**src/rtl/i2s_tx_if.sv**
```systemverilog
// i2s_tx sample-pair handshake.
// Producer drives the pair and in_valid; the transmitter returns in_ready.
interface i2s_tx_if #(
  parameter int DATA_W = 24
) ();
  logic [DATA_W-1:0] in_left;
  logic [DATA_W-1:0] in_right;
  logic              in_valid;
  logic              in_ready;

  modport master (
    output in_left,
    output in_right,
    output in_valid,
    input  in_ready
  );

  modport slave (
    input  in_left,
    input  in_right,
    input  in_valid,
    output in_ready
  );
endinterface

```
**src/rtl/i2s_tx.sv**
```systemverilog
// I2S master transmitter: SCKI/BCK/LRCK = clk, clk/4, clk/256, MSB-first.
// `define I2S_TX_UNDERRUN_HOLD_EN repeats the last frame on underrun.
module i2s_tx #(
  parameter int DATA_W = 24,
  parameter int CNT_W  = 16
) (
  input  logic             clk,
  input  logic             reset,
  i2s_tx_if.slave          in_if,
  output logic             scki,
  output logic             bck,
  output logic             lrck,
  output logic             dout,
  output logic             frame_tick,
  output logic             underrun,
  output logic [CNT_W-1:0] underrun_cnt
);

  logic [7:0]        p_q, p_d;
  logic [DATA_W-1:0] hold_l_q, hold_l_d;
  logic [DATA_W-1:0] hold_r_q, hold_r_d;
  logic              hold_full_q, hold_full_d;
  logic [DATA_W-1:0] frm_l_q, frm_l_d;
  logic [DATA_W-1:0] frm_r_q, frm_r_d;
  logic              dout_q, dout_d;
  logic              tick_q, tick_d;
  logic              ur_q, ur_d;
  logic [CNT_W-1:0]  cnt_q, cnt_d;

  logic              wrap;
  logic              accept;
  logic [4:0]        slot_n;
  logic [4:0]        bit_idx;
  logic [DATA_W-1:0] word_n;

  assign wrap            = (p_q == 8'hFF);
  assign in_if.in_ready  = !hold_full_q || wrap;
  assign accept          = in_if.in_valid && in_if.in_ready;

  always_comb begin
    p_d         = p_q + 8'd1;
    hold_l_d    = hold_l_q;
    hold_r_d    = hold_r_q;
    hold_full_d = hold_full_q && !wrap;
    if (accept) begin
      hold_l_d    = in_if.in_left;
      hold_r_d    = in_if.in_right;
      hold_full_d = 1'b1;
    end
  end

  always_comb begin
    frm_l_d = frm_l_q;
    frm_r_d = frm_r_q;
    tick_d  = wrap;
    ur_d    = wrap && !hold_full_q;
    cnt_d   = cnt_q;
    if (wrap) begin
      if (hold_full_q) begin
        frm_l_d = hold_l_q;
        frm_r_d = hold_r_q;
      end else begin
`ifdef I2S_TX_UNDERRUN_HOLD_EN
        frm_l_d = frm_l_q;
        frm_r_d = frm_r_q;
`else
        frm_l_d = '0;
        frm_r_d = '0;
`endif
      end
    end
    if (ur_d && (cnt_q != {CNT_W{1'b1}})) begin
      cnt_d = cnt_q + 1'b1;
    end
  end

  // Next bit is chosen for the slot entered when bck falls.
  always_comb begin
    slot_n  = p_d[6:2];
    word_n  = p_d[7] ? frm_r_q : frm_l_q;
    bit_idx = 5'(DATA_W) - slot_n;
    dout_d  = dout_q;
    if (p_q[1:0] == 2'd3) begin
      dout_d = 1'b0;
      if ((slot_n != 5'd0) && (slot_n <= 5'(DATA_W))) begin
        dout_d = word_n[bit_idx];
      end
    end
  end

  always_ff @(posedge clk or posedge reset) begin
    if (reset) begin
      p_q         <= '0;
      hold_l_q    <= '0;
      hold_r_q    <= '0;
      hold_full_q <= 1'b0;
      frm_l_q     <= '0;
      frm_r_q     <= '0;
      dout_q      <= 1'b0;
      tick_q      <= 1'b0;
      ur_q        <= 1'b0;
      cnt_q       <= '0;
    end else begin
      p_q         <= p_d;
      hold_l_q    <= hold_l_d;
      hold_r_q    <= hold_r_d;
      hold_full_q <= hold_full_d;
      frm_l_q     <= frm_l_d;
      frm_r_q     <= frm_r_d;
      dout_q      <= dout_d;
      tick_q      <= tick_d;
      ur_q        <= ur_d;
      cnt_q       <= cnt_d;
    end
  end

  assign scki         = clk;
  assign bck          = p_q[1];
  assign lrck         = p_q[7];
  assign dout         = dout_q;
  assign frame_tick   = tick_q;
  assign underrun     = ur_q;
  assign underrun_cnt = cnt_q;

endmodule

```
**src/flat_wrapper.sv**
```systemverilog
// flat-port wrapper written by rule: the top's interface ports become plain ports
module i2s_tx_flat 
#(
  parameter int DATA_W = 24,
  parameter int CNT_W  = 16
)
  (clk, reset, scki, bck, lrck, dout, frame_tick, underrun, underrun_cnt, in_if_in_left, in_if_in_right, in_if_in_valid, in_if_in_ready);
  i2s_tx_if #(.DATA_W(DATA_W)) in_if_i ();
  input  logic clk;
  input  logic reset;
  output logic scki;
  output logic bck;
  output logic lrck;
  output logic dout;
  output logic frame_tick;
  output logic underrun;
  output logic [CNT_W-1:0] underrun_cnt;
  input wire logic [$bits(in_if_i.in_left)-1:0] in_if_in_left;
  input wire logic [$bits(in_if_i.in_right)-1:0] in_if_in_right;
  input wire logic [$bits(in_if_i.in_valid)-1:0] in_if_in_valid;
  output wire logic [$bits(in_if_i.in_ready)-1:0] in_if_in_ready;
  assign in_if_i.in_left = in_if_in_left;
  assign in_if_i.in_right = in_if_in_right;
  assign in_if_i.in_valid = in_if_in_valid;
  assign in_if_in_ready = in_if_i.in_ready;
  i2s_tx #(.DATA_W(DATA_W), .CNT_W(CNT_W)) u_core (.clk(clk), .reset(reset), .in_if(in_if_i), .scki(scki), .bck(bck), .lrck(lrck), .dout(dout), .frame_tick(frame_tick), .underrun(underrun), .underrun_cnt(underrun_cnt));
endmodule
```
**config.mk**
```make
export PLATFORM = sky130hd
export DESIGN_NAME = i2s_tx_flat
export DESIGN_NICKNAME = d
export VERILOG_FILES = /design/src/rtl/i2s_tx_if.sv /design/src/rtl/i2s_tx.sv /design/src/flat_wrapper.sv
export SDC_FILE = /design/constraint.sdc
export NUM_CORES = 1
export LEC_CHECK = 0
export BUFFER_PORTS_ARGS = -buffer_cell sky130_fd_sc_hd__buf_2
export CAP_MARGIN = 15
export CORE_MARGIN = 3
export CORE_UTILIZATION = 40
export DETAILED_ROUTE_END_ITERATION = 10
export PLACE_DENSITY_LB_ADDON = 0.12
export SLEW_MARGIN = 25
export SYNTH_ARGS = -nofsm -noshare
export SYNTH_HDL_FRONTEND = slang
export SYNTH_SLANG_ARGS = --single-unit
export TNS_END_PERCENT = 5
```
**constraint.sdc**
```tcl
create_clock -name clk -period 4.96 [get_ports clk]
set_input_delay 1.24 -clock clk [delete_from_list [all_inputs] [get_ports clk]]
set_output_delay 1.24 -clock clk [all_outputs]
set_load 0.02 [all_outputs]
```
* After elaboration in Yosys (flattened, before gate mapping)
Cells that the tools add are included.
** Storage, ports and cells
- Flip-flop bits (word level) :: 124
** Operators by class
- Mux-type cells :: 7
- Equal/unequal tests :: 3
- Order comparisons :: 2
- Add/subtract/negate cells :: 3
- Reductions and logical operators :: 9
** Operators with widths (count)
- 24-bit 2-to-1 mux :: 3
- 16-bit by 1-bit adder with 16-bit output (second input constant) :: 1
- 16-bit != test (second input constant) :: 1
- 8-bit by 1-bit adder with 8-bit output (second input constant) :: 1
- 8-bit == test (second input constant) :: 1
- 5-bit by 6-bit < comparator with 1-bit output (second input constant) :: 1
- 1-bit binary-select mux with 5-bit select :: 1
- 5-bit less-or-equal comparator (second input constant) :: 1
- 1-bit logical AND :: 5
- 5-bit nonzero test :: 1
- 5-bit subtractor (first input constant) :: 1
- 1-bit 2-to-1 mux :: 3
- 2-bit == test (second input constant) :: 1
- 1-bit logical NOT :: 2
- 1-bit logical OR :: 1

* Logic depth before layout (Yosys ltp)
Gate-level depths: netlist of the first run.
- Depth in word-level cells :: 5
- Depth in mapped cells :: 11
- Depth with buffers taken out :: 11

==> impl_metrics.json, run 1 <==
{
  "status": "completed",
  "setup_slack_ns": 0.8456,
  "place_ws_ns": 1.105,
  "ios": 74,
  "clk_pin_slew_ns": 0.05,
  "synth_seq_cells": 124,
  "gr-total-overflow": 0,
  "tightest_slew_ns": 0.9024,
  "yosys-top-cells-area": "dfrtp_1 56%, nand2_1 7.4%, mux2_1 6.4%, nand3_1 5.0%, mux2_2 3.9%",
  "avgSynthCellArea_um2": 11.33,
  "rsz0062_at_grt": "no",
  "antenna_cells": 0,
  "postCtsSetupBuffers": 0,
  "final_area_mm2": 0.006733,
  "p_per_area_mw_per_mm2": 367.9,
  "maxCapViolations": 0,
  "cp.required_ns": 3.72,
  "skew_ns": 0.006051,
  "setup-violations-final": 0,
  "crit_arrival_ns": 2.87,
  "rows": 42,
  "synth_compound_area_frac": 0.02436,
  "start_util": 0.4118,
  "cts_tree": "yes",
  "ir_drop_uv": 263.1,
  "vias_per_cell": 5.016,
  "synth_most_common_cell": "dfrtp_1",
  "antenna_left": 0,
  "fin_cells": 749,
  "yosys-mux-area-fraction": 0.1689,
  "gp_congestion": 0.7958,
  "dpl_cell_area_mm2": 0.006040,
  "crit_fanout": 2,
  "dp_hpwl_mm": 7.676,
  "grt_pass1_wl_mm": 19.36,
  "synth-edff-count": 0,
  "wire_per_inst_um": 15.32,
  "drtPass1Iterations": 4,
  "slew_headroom": 0.3941,
  "clk_latency_ns": 0.53,
  "ys_seq_area_frac": 0.5645,
  "synth_top_family_by_area": "multiplexers",
  "synthTopCellsByCount": "124 x dfrtp_1, 109 x nand2_1, 55 x nand3_1",
  "dieHeight_um": 123.2,
  "p_total_mw": 2.477,
  "crit_path_end_kind": "primary output",
  "track_usage": 0.1689,
  "grt_max_degree": 81,
  "hold_path.class": "reg -> reg",
  "yosys_warnings": 0,
  "netlist_instances": 485,
  "core_area_mm2": 0.01335,
  "synth_area_leader_cell": "dfrtp_1",
  "area_growth_pct": 22.49,
  "synth-xor-area-share": 0.03961,
  "cts_resized": 0,
  "num_vias": 3757,
  "synth_top_area_frac": 0.5645,
  "dieWidth_um": 123.2,
  "hold_ws_ns": 0.4585,
  "fin_tns_setup_ns": 0,
  "nets": 615,
  "p_leak_nw": 3.577,
  "antenna_found_initial": 0,
  "drive_gt1_frac": 0.2461,
  "synth_adder_area_share": 0.006829,
  "synth_cell_types": 44,
  "synth_area_mm2": 0.005497,
  "grt_pass1_vias": 3866,
  "synth_flop_cell": "dfrtp_1",
  "utilization": 0.5044,
  "final-hold-violation-count": 0,
  "synth-simple-area-share": 0.1671,
  "io_buffers": 73,
  "fp.dieArea_mm2": 0.01518,
  "synthArstFlopShare": 1.000,
  "drt_iter0_drc": 212,
  "place_inst": 715,
  "wirelength_mm": 11.47,
  "drv_slew": 0,
  "postCtsHoldBufs": 0,
  "critPathKind": "clk -> out",
  "drc": 0,
  "startpoint_type": "clock port",
  "synthesis.nets": 539
}
-- final timing paths --
kind                                         from                      to  slack [ns]  depth (start not counted)
worst min register to register  u_core.frm_r_q[0]       u_core.frm_r_q[0]        0.46                          2
min in group asynchronous                   reset  u_core.underrun_cnt[5]        0.83                          2
worst max register to register      u_core.p_q[1]             u_core.dout        1.94                         11
max in group asynchronous                   reset     u_core.hold_l_q[15]        3.31                          3
worst min-delay path            u_core.frm_r_q[0]       u_core.frm_r_q[0]        0.46                          2
worst max-delay path                          clk                    scki        0.85                          3
-- state kept, by name (all words and copies together) (netlist names) --
| name | cells |
|---|---|
| u_core.hold_r_q | 24 |
| u_core.underrun_cnt | 16 |
| u_core.hold_l_q | 24 |
| u_core.frm_r_q | 24 |
| u_core.underrun | 1 |
| u_core.dout | 1 |
| u_core.hold_full_q | 1 |
| u_core.p_q | 8 |
| u_core.frame_tick | 1 |
| u_core.frm_l_q | 24 |
-- cells by family after synthesis --
logic type | Yosys count
AOI/OAI and AO/OA | 20
xor gates and xnor gates | 24
adders and majority gates | 3
buffers and inverters | 39
DFF | 124
muxes | 73
and+or+nand+nor | 202
-- where the power goes --
part | total (mW) | internal (mW) | switching, mW | leakage [nW]
sequential | 1.01 | 1.01 | 0 | 1.71
combinational | 0.0402 | 0.0153 | 0.0249 | 1.52
clock | 1.42 | 0.957 | 0.467 | 0.341
total | 2.48 | 1.99 | 0.492 | 3.58
-- critical path, cell delays in order --
cell	delay (ns)
clkbuf_16	0.12
clkbuf_16	0.13
buf_2	0.15
-- placed cells by master (no fill, tap or decap), types with 2 or more instances in the layout --
master     Yosys  layout
buf_4          2       6
nor3_1         2       2
mux2_2        19      19
a211oi_1       2       2
nor2b_1        2       2
nor2_1        11      11
mux4_1         6       6
nand3_2        1       2
and4_1         3       3
nand2_1      109     108
dfrtp_1      124     124
clkbuf_16      0      20
clkinv_4       0       3
a21oi_1        4       4
or3_1          4       4
buf_2          1      73
clkbuf_1      17       2
xnor2_1       11      11
mux4_2         3       3
o31ai_1        3       3
mux2i_1       14      14
nand3_1       55      54
ha_1           3       3
and2_1         2       2
mux2_1        31      31
inv_1         13      12
nand3b_1       2       2
clkinv_2       0       3
o21ai_0        3       3
nand4_1        6       6
bufinv_16      0       4
xor2_1        12      12
-- final cells by class --
class / instances / area, um2
clock buffers: 24 / 526.8
clock inverters: 11 / 168.9
fillers: 1227 / 6615
inverters: 14 / 60.06
multi-input cells: 322 / 2248
flip-flops and latches: 124 / 3103
well taps: 176 / 220.2
repair buffers: 78 / 405.4
-- layer usage --
layer  vias up  part of all wire  global-route usage
li1       1832                 -                   -
met1      1829              0.49              0.2328
met2        76              0.44              0.2345
met3        20             0.044             0.05901
met4         0             0.023             0.08789
met5         -                 0                   0
(Power assumes the default switching activity.)
==> run 2: changes to the inputs <==
- ABC_AREA: unset -> 1
- clock period: 4.96 -> 3.5 ns (I/O delays scaled with it)
==> impl_metrics.json, run 2 <==
{
  "yosys-top-cells-area": "dfrtp_1 55%, nand2_1 11%, mux2_2 5.6%, mux2_4 5.3%, nand3_1 4.8%",
  "drc": 0,
  "final_common_cell": "nand2_1",
  "seqPwrFrac": 0.410,
  "wl_met1_mm": 5.892,
  "p_int_mw": 2.769,
  "status": "completed",
  "synth_cell_types": 35,
  "tightest_slew_ns": 0.7700,
  "avgSynthCellArea_um2": 10.19,
  "synthesis.nets": 610,
  "netlist_instances": 556,
  "wire_per_inst_um": 14.84,
  "ys_seq_area_frac": 0.5475,
  "dieWidth_um": 125.0,
  "synth_most_common_cell": "nand2_1",
  "drtPass1Iterations": 4,
  "hold_path.class": "in -> async",
  "rr_startpoint": "u_core.p_q[1]",
  "synth_seq_cells": 124,
  "synth_flop_cell": "dfrtp_1",
  "cts_tree": "yes",
  "slew_headroom": 0.4866,
  "final-hold-violation-count": 0,
  "clk_latency_ns": 0.53,
  "synth_top_area_frac": 0.5475,
  "combPwrFrac": 0.017,
  "fp.dieArea_mm2": 0.01563,
  "rows": 42,
  "p_per_area_mw_per_mm2": 510.0,
  "fin_tns_setup_ns": 0,
  "skew_ns": 0.01274,
  "p_sw_mw": 0.7322,
  "routed-wl-met3_um": 503,
  "topRoutingLayerUsed": "met4",
  "antenna_cells": 0,
  "reg2reg_slack_ns": 0.91,
  "drive_gt1_frac": 0.3033,
  "wirelength_mm": 12.15,
  "critPathKind": "clk -> out",
  "nets": 684,
  "antenna_left": 0,
  "synth_area_leader_cell": "dfrtp_1",
  "dp_hpwl_mm": 8.466,
  "setup_slack_ns": 0.4816,
  "place_ws_ns": 0.7398,
  "grt_pass1_wl_mm": 21.05,
  "dieHeight_um": 125.0,
  "postCtsSetupBuffers": 0,
  "yosys_warnings": 0,
  "drv_slew": 0,
  "clk_pin_slew_ns": 0.06,
  "vias_per_cell": 4.918,
  "gp_congestion": 0.9581,
  "worstRegToRegCells": 14,
  "ir_drop_uv": 568.2,
  "power_frac_clock": 0.573,
  "num_vias": 4028,
  "synth-edff-count": 0,
  "io_buffers": 73,
  "final_area_mm2": 0.006864,
  "routed-wl-met2_mm": 5.551,
  "cts_resized": 0,
  "core_area_mm2": 0.01356,
  "dpl_cell_area_mm2": 0.006171,
  "setup-violations-final": 0,
  "drt_iter0_drc": 233,
  "switching_share": 0.2091,
  "start_util": 0.4181,
  "layout_common_cells": "163 x nand2_1, 124 x dfrtp_1, 73 x buf_2, 54 x nand3_1, 48 x o21ai_0",
  "crit_path_end_kind": "primary output",
  "fin_cells": 819,
  "synthTopCellsByCount": "164 x nand2_1, 124 x dfrtp_1, 54 x nand3_1",
  "track_usage": 0.1685,
  "place_inst": 784,
  "synthArstFlopShare": 1.000,
  "startpoint_type": "clock port",
  "postCtsHoldBufs": 0,
  "grt_pass1_vias": 4300,
  "area_growth_pct": 21.10,
  "cp.required_ns": 2.62,
  "ios": 74,
  "rsz0062_at_grt": "no",
  "synth_area_mm2": 0.005668,
  "p_leak_nw": 3.366,
  "worstSetupEndpoint": "scki",
  "cp-startpoint": "clk",
  "reg2reg_to": "u_core.dout",
  "utilization": 0.5063,
  "antenna_found_initial": 0,
  "maxCapViolations": 0,
  "crit_arrival_ns": 2.14,
  "grt_max_degree": 98,
  "crit_fanout": 2,
  "gr-total-overflow": 0
}
run 2: critical path, cell delays in order:
cell,delay (ns)
clkbuf_16,0.12
clkbuf_16,0.13
buf_2,0.15
run 2: cells by family after synthesis:
group | count (synthesis) | share of synthesized area
XOR/XNOR | 19 | 0.03201
buffers and inverters | 50 | 0.04348
multiplexers | 48 | 0.1086
flip-flops | 124 | 0.5475
AO/OA/AOI/OAI | 52 | 0.04658
AND/OR/NAND/NOR | 260 | 0.2152
adder cells (fa/ha/maj) | 3 | 0.006623
run 2: layer usage:
metal  up-vias  track usage
met4         0      0.07398
met1      1947       0.2274
met5         -            0
met2        82       0.2480
met3        19      0.05672
li1       1980            -
run 2: worst min path at each step:
| stage | slack [ns] | cells past startpoint | end |
|---|---|---|---|
| 3_5_place_dp | 0.46 | 1 | u_core.p_q[0] |
| 5_1_grt | 0.48 | 2 | u_core.hold_l_q[8] |
| 4_1_cts | 0.46 | 2 | u_core.hold_l_q[8] |
| 6_report | 0.45 | 2 | u_core.hold_l_q[8] |
| 3_3_place_gp | 0.46 | 1 | u_core.p_q[0] |
| 2_1_floorplan | 0.44 | 1 | u_core.p_q[0] |
run 2: power groups by stage:
stage	clock, mW	sequential, mW	combinational (mW)
2_1_floorplan	0.0334	1.46	0.0222
3_3_place_gp	0.0267	1.46	0.0621
3_5_place_dp	0.0267	1.46	0.0630
4_1_cts	2.05	1.43	0.0633
5_1_grt	2.14	1.43	0.0710
6_report	2.01	1.43	0.0597
run 2: final cells by class:
cell class / instances / area [um2]
multi-input cells: 382 / 2321
flip-flops and latches: 124 / 3103
well taps: 176 / 220.2
repair buffers: 78 / 430.4
clock buffers: 23 / 533.0
inverters: 23 / 91.34
fillers: 1286 / 6694
clock inverters: 13 / 165.2
run 2: metrics by stage:
step,power (mW),hold WS [ns]
after floorplan,1.516,0.4436
after CTS,3.551,0.4583
after detailed placement,1.549,0.4597
after global placement,1.549,0.4566
after global routing,3.645,0.4842
final,3.501,0.4464
==> run 3: changes to the inputs <==
- CORE_UTILIZATION: 40 -> 52
- SLEW_MARGIN: 25 -> 20
==> impl_metrics.json, run 3 (same netlist as run 2, synthesis figures left out) <==
{
  "antenna_cells": 0,
  "utilization": 0.6447,
  "layout_common_cells": "163 x nand2_1, 124 x dfrtp_1, 73 x buf_2, 54 x nand3_1, 48 x o21ai_0",
  "crit_arrival_ns": 2.12,
  "grtUsageMet3": 0.06137,
  "gr-total-overflow": 0,
  "hold_path.class": "in -> async",
  "area_growth_pct": 19.01,
  "skew_ns": 0.006101,
  "cts_resized": 0,
  "crit_path_end_kind": "primary output",
  "drt_iter0_drc": 258,
  "final_common_cell": "nand2_1",
  "fp.dieArea_mm2": 0.01219,
  "slew_headroom": 0.4763,
  "maxCapViolations": 0,
  "ios": 74,
  "startpoint_type": "clock port",
  "p_per_area_mw_per_mm2": 486.9,
  "core_area_mm2": 0.01046,
  "dp_hpwl_mm": 8.520,
  "dieHeight_um": 110.4,
  "grt_pass1_wl_mm": 21.40,
  "wire_per_inst_um": 15.86,
  "drive_gt1_frac": 0.2997,
  "grt_busiest_layer": "met2",
  "status": "completed",
  "nets": 686,
  "setup_slack_ns": 0.5039,
  "p_leak_nw": 3.348,
  "setup-violations-final": 0,
  "postCtsHoldBufs": 0,
  "cp.required_ns": 2.62,
  "cts_tree": "yes",
  "final-hold-violation-count": 0,
  "fin_tns_setup_ns": 0,
  "vias_per_cell": 5.228,
  "grt.met2_usage": 0.3285,
  "gp_congestion": 0.8272,
  "drc": 0,
  "rows": 37,
  "tightest_slew_ns": 0.7856,
  "start_util": 0.5417,
  "dpl_cell_area_mm2": 0.006136,
  "track_usage": 0.2214,
  "use_met1": 0.3049,
  "reg2reg_slack_ns": 1.06,
  "rsz0062_at_grt": "no",
  "dieWidth_um": 110.4,
  "final_area_mm2": 0.006745,
  "drtPass1Iterations": 4,
  "reg2reg_to": "u_core.dout",
  "ir_drop_uv": 411.9,
  "clk_pin_slew_ns": 0.06,
  "rr_startpoint": "u_core.p_q[1]",
  "place_ws_ns": 0.7398,
  "worstRegToRegCells": 14,
  "antenna_left": 0,
  "wirelength_mm": 12.37,
  "grt_max_degree": 97,
  "io_buffers": 73,
  "antenna_found_initial": 0,
  "critPathKind": "clk -> out",
  "grt_pass1_vias": 4310,
  "drv_slew": 0,
  "crit_fanout": 2,
  "postCtsSetupBuffers": 0,
  "p_total_mw": 3.284,
  "clk_latency_ns": 0.63,
  "num_vias": 4078
}
## run 3: cell count changes in the layout (fill, tap and decap cells not counted), moves of 3 or more
cell / change
clkinv_4: -3
clkbuf_1: +3
clkbuf_8: +6
clkbuf_16: -4
clkinvlp_4: -3
## run 3: metrics by stage
step	instances	hold slack, ns
final	780	0.2544
after global routing	780	0.2705
after CTS	780	0.2403
after detailed placement	746	0.4734
after global placement	746	0.4554
after floorplan	556	0.4436
## run 3: worst max path at each step
| stage | cells after the start | endpoint | startpoint |
|---|---|---|---|
| 4_1_cts | 3 | scki | clk |
| 3_3_place_gp | 1 | scki | clk |
| 5_1_grt | 3 | scki | clk |
| 3_5_place_dp | 1 | scki | clk |
| 6_report | 3 | scki | clk |
| 2_1_floorplan | 1 | scki | clk |
## run 3: area by class of cell
type | count | area (um2)
Fill cell | 899 | 3717
Sequential cell | 124 | 3103
Multi-Input combinational cell | 382 | 2321
Clock buffer | 28 | 526.8
Timing Repair Buffer | 80 | 445.4
Tap cell | 136 | 170.2
Inverter | 23 | 91.34
Clock inverter | 7 | 87.58
## run 3: worst max-delay path, cell delays in order
cell and delay [ns]:
clkbuf_8 0.11, clkbuf_8 0.12, buf_2 0.15
## run 3: layer usage
metal / vias up / routed length (um)
met5: - / 0
met4: 0 / 220
met3: 17 / 595
met2: 105 / 5669
met1: 1971 / 5883
li1: 1985 / -
## run 3: where the power goes
group	total, mW	internal [mW]	switching [mW]
clock network	1.79	1.16	0.629
registers	1.43	1.43	0
logic	0.0605	0.0241	0.0364
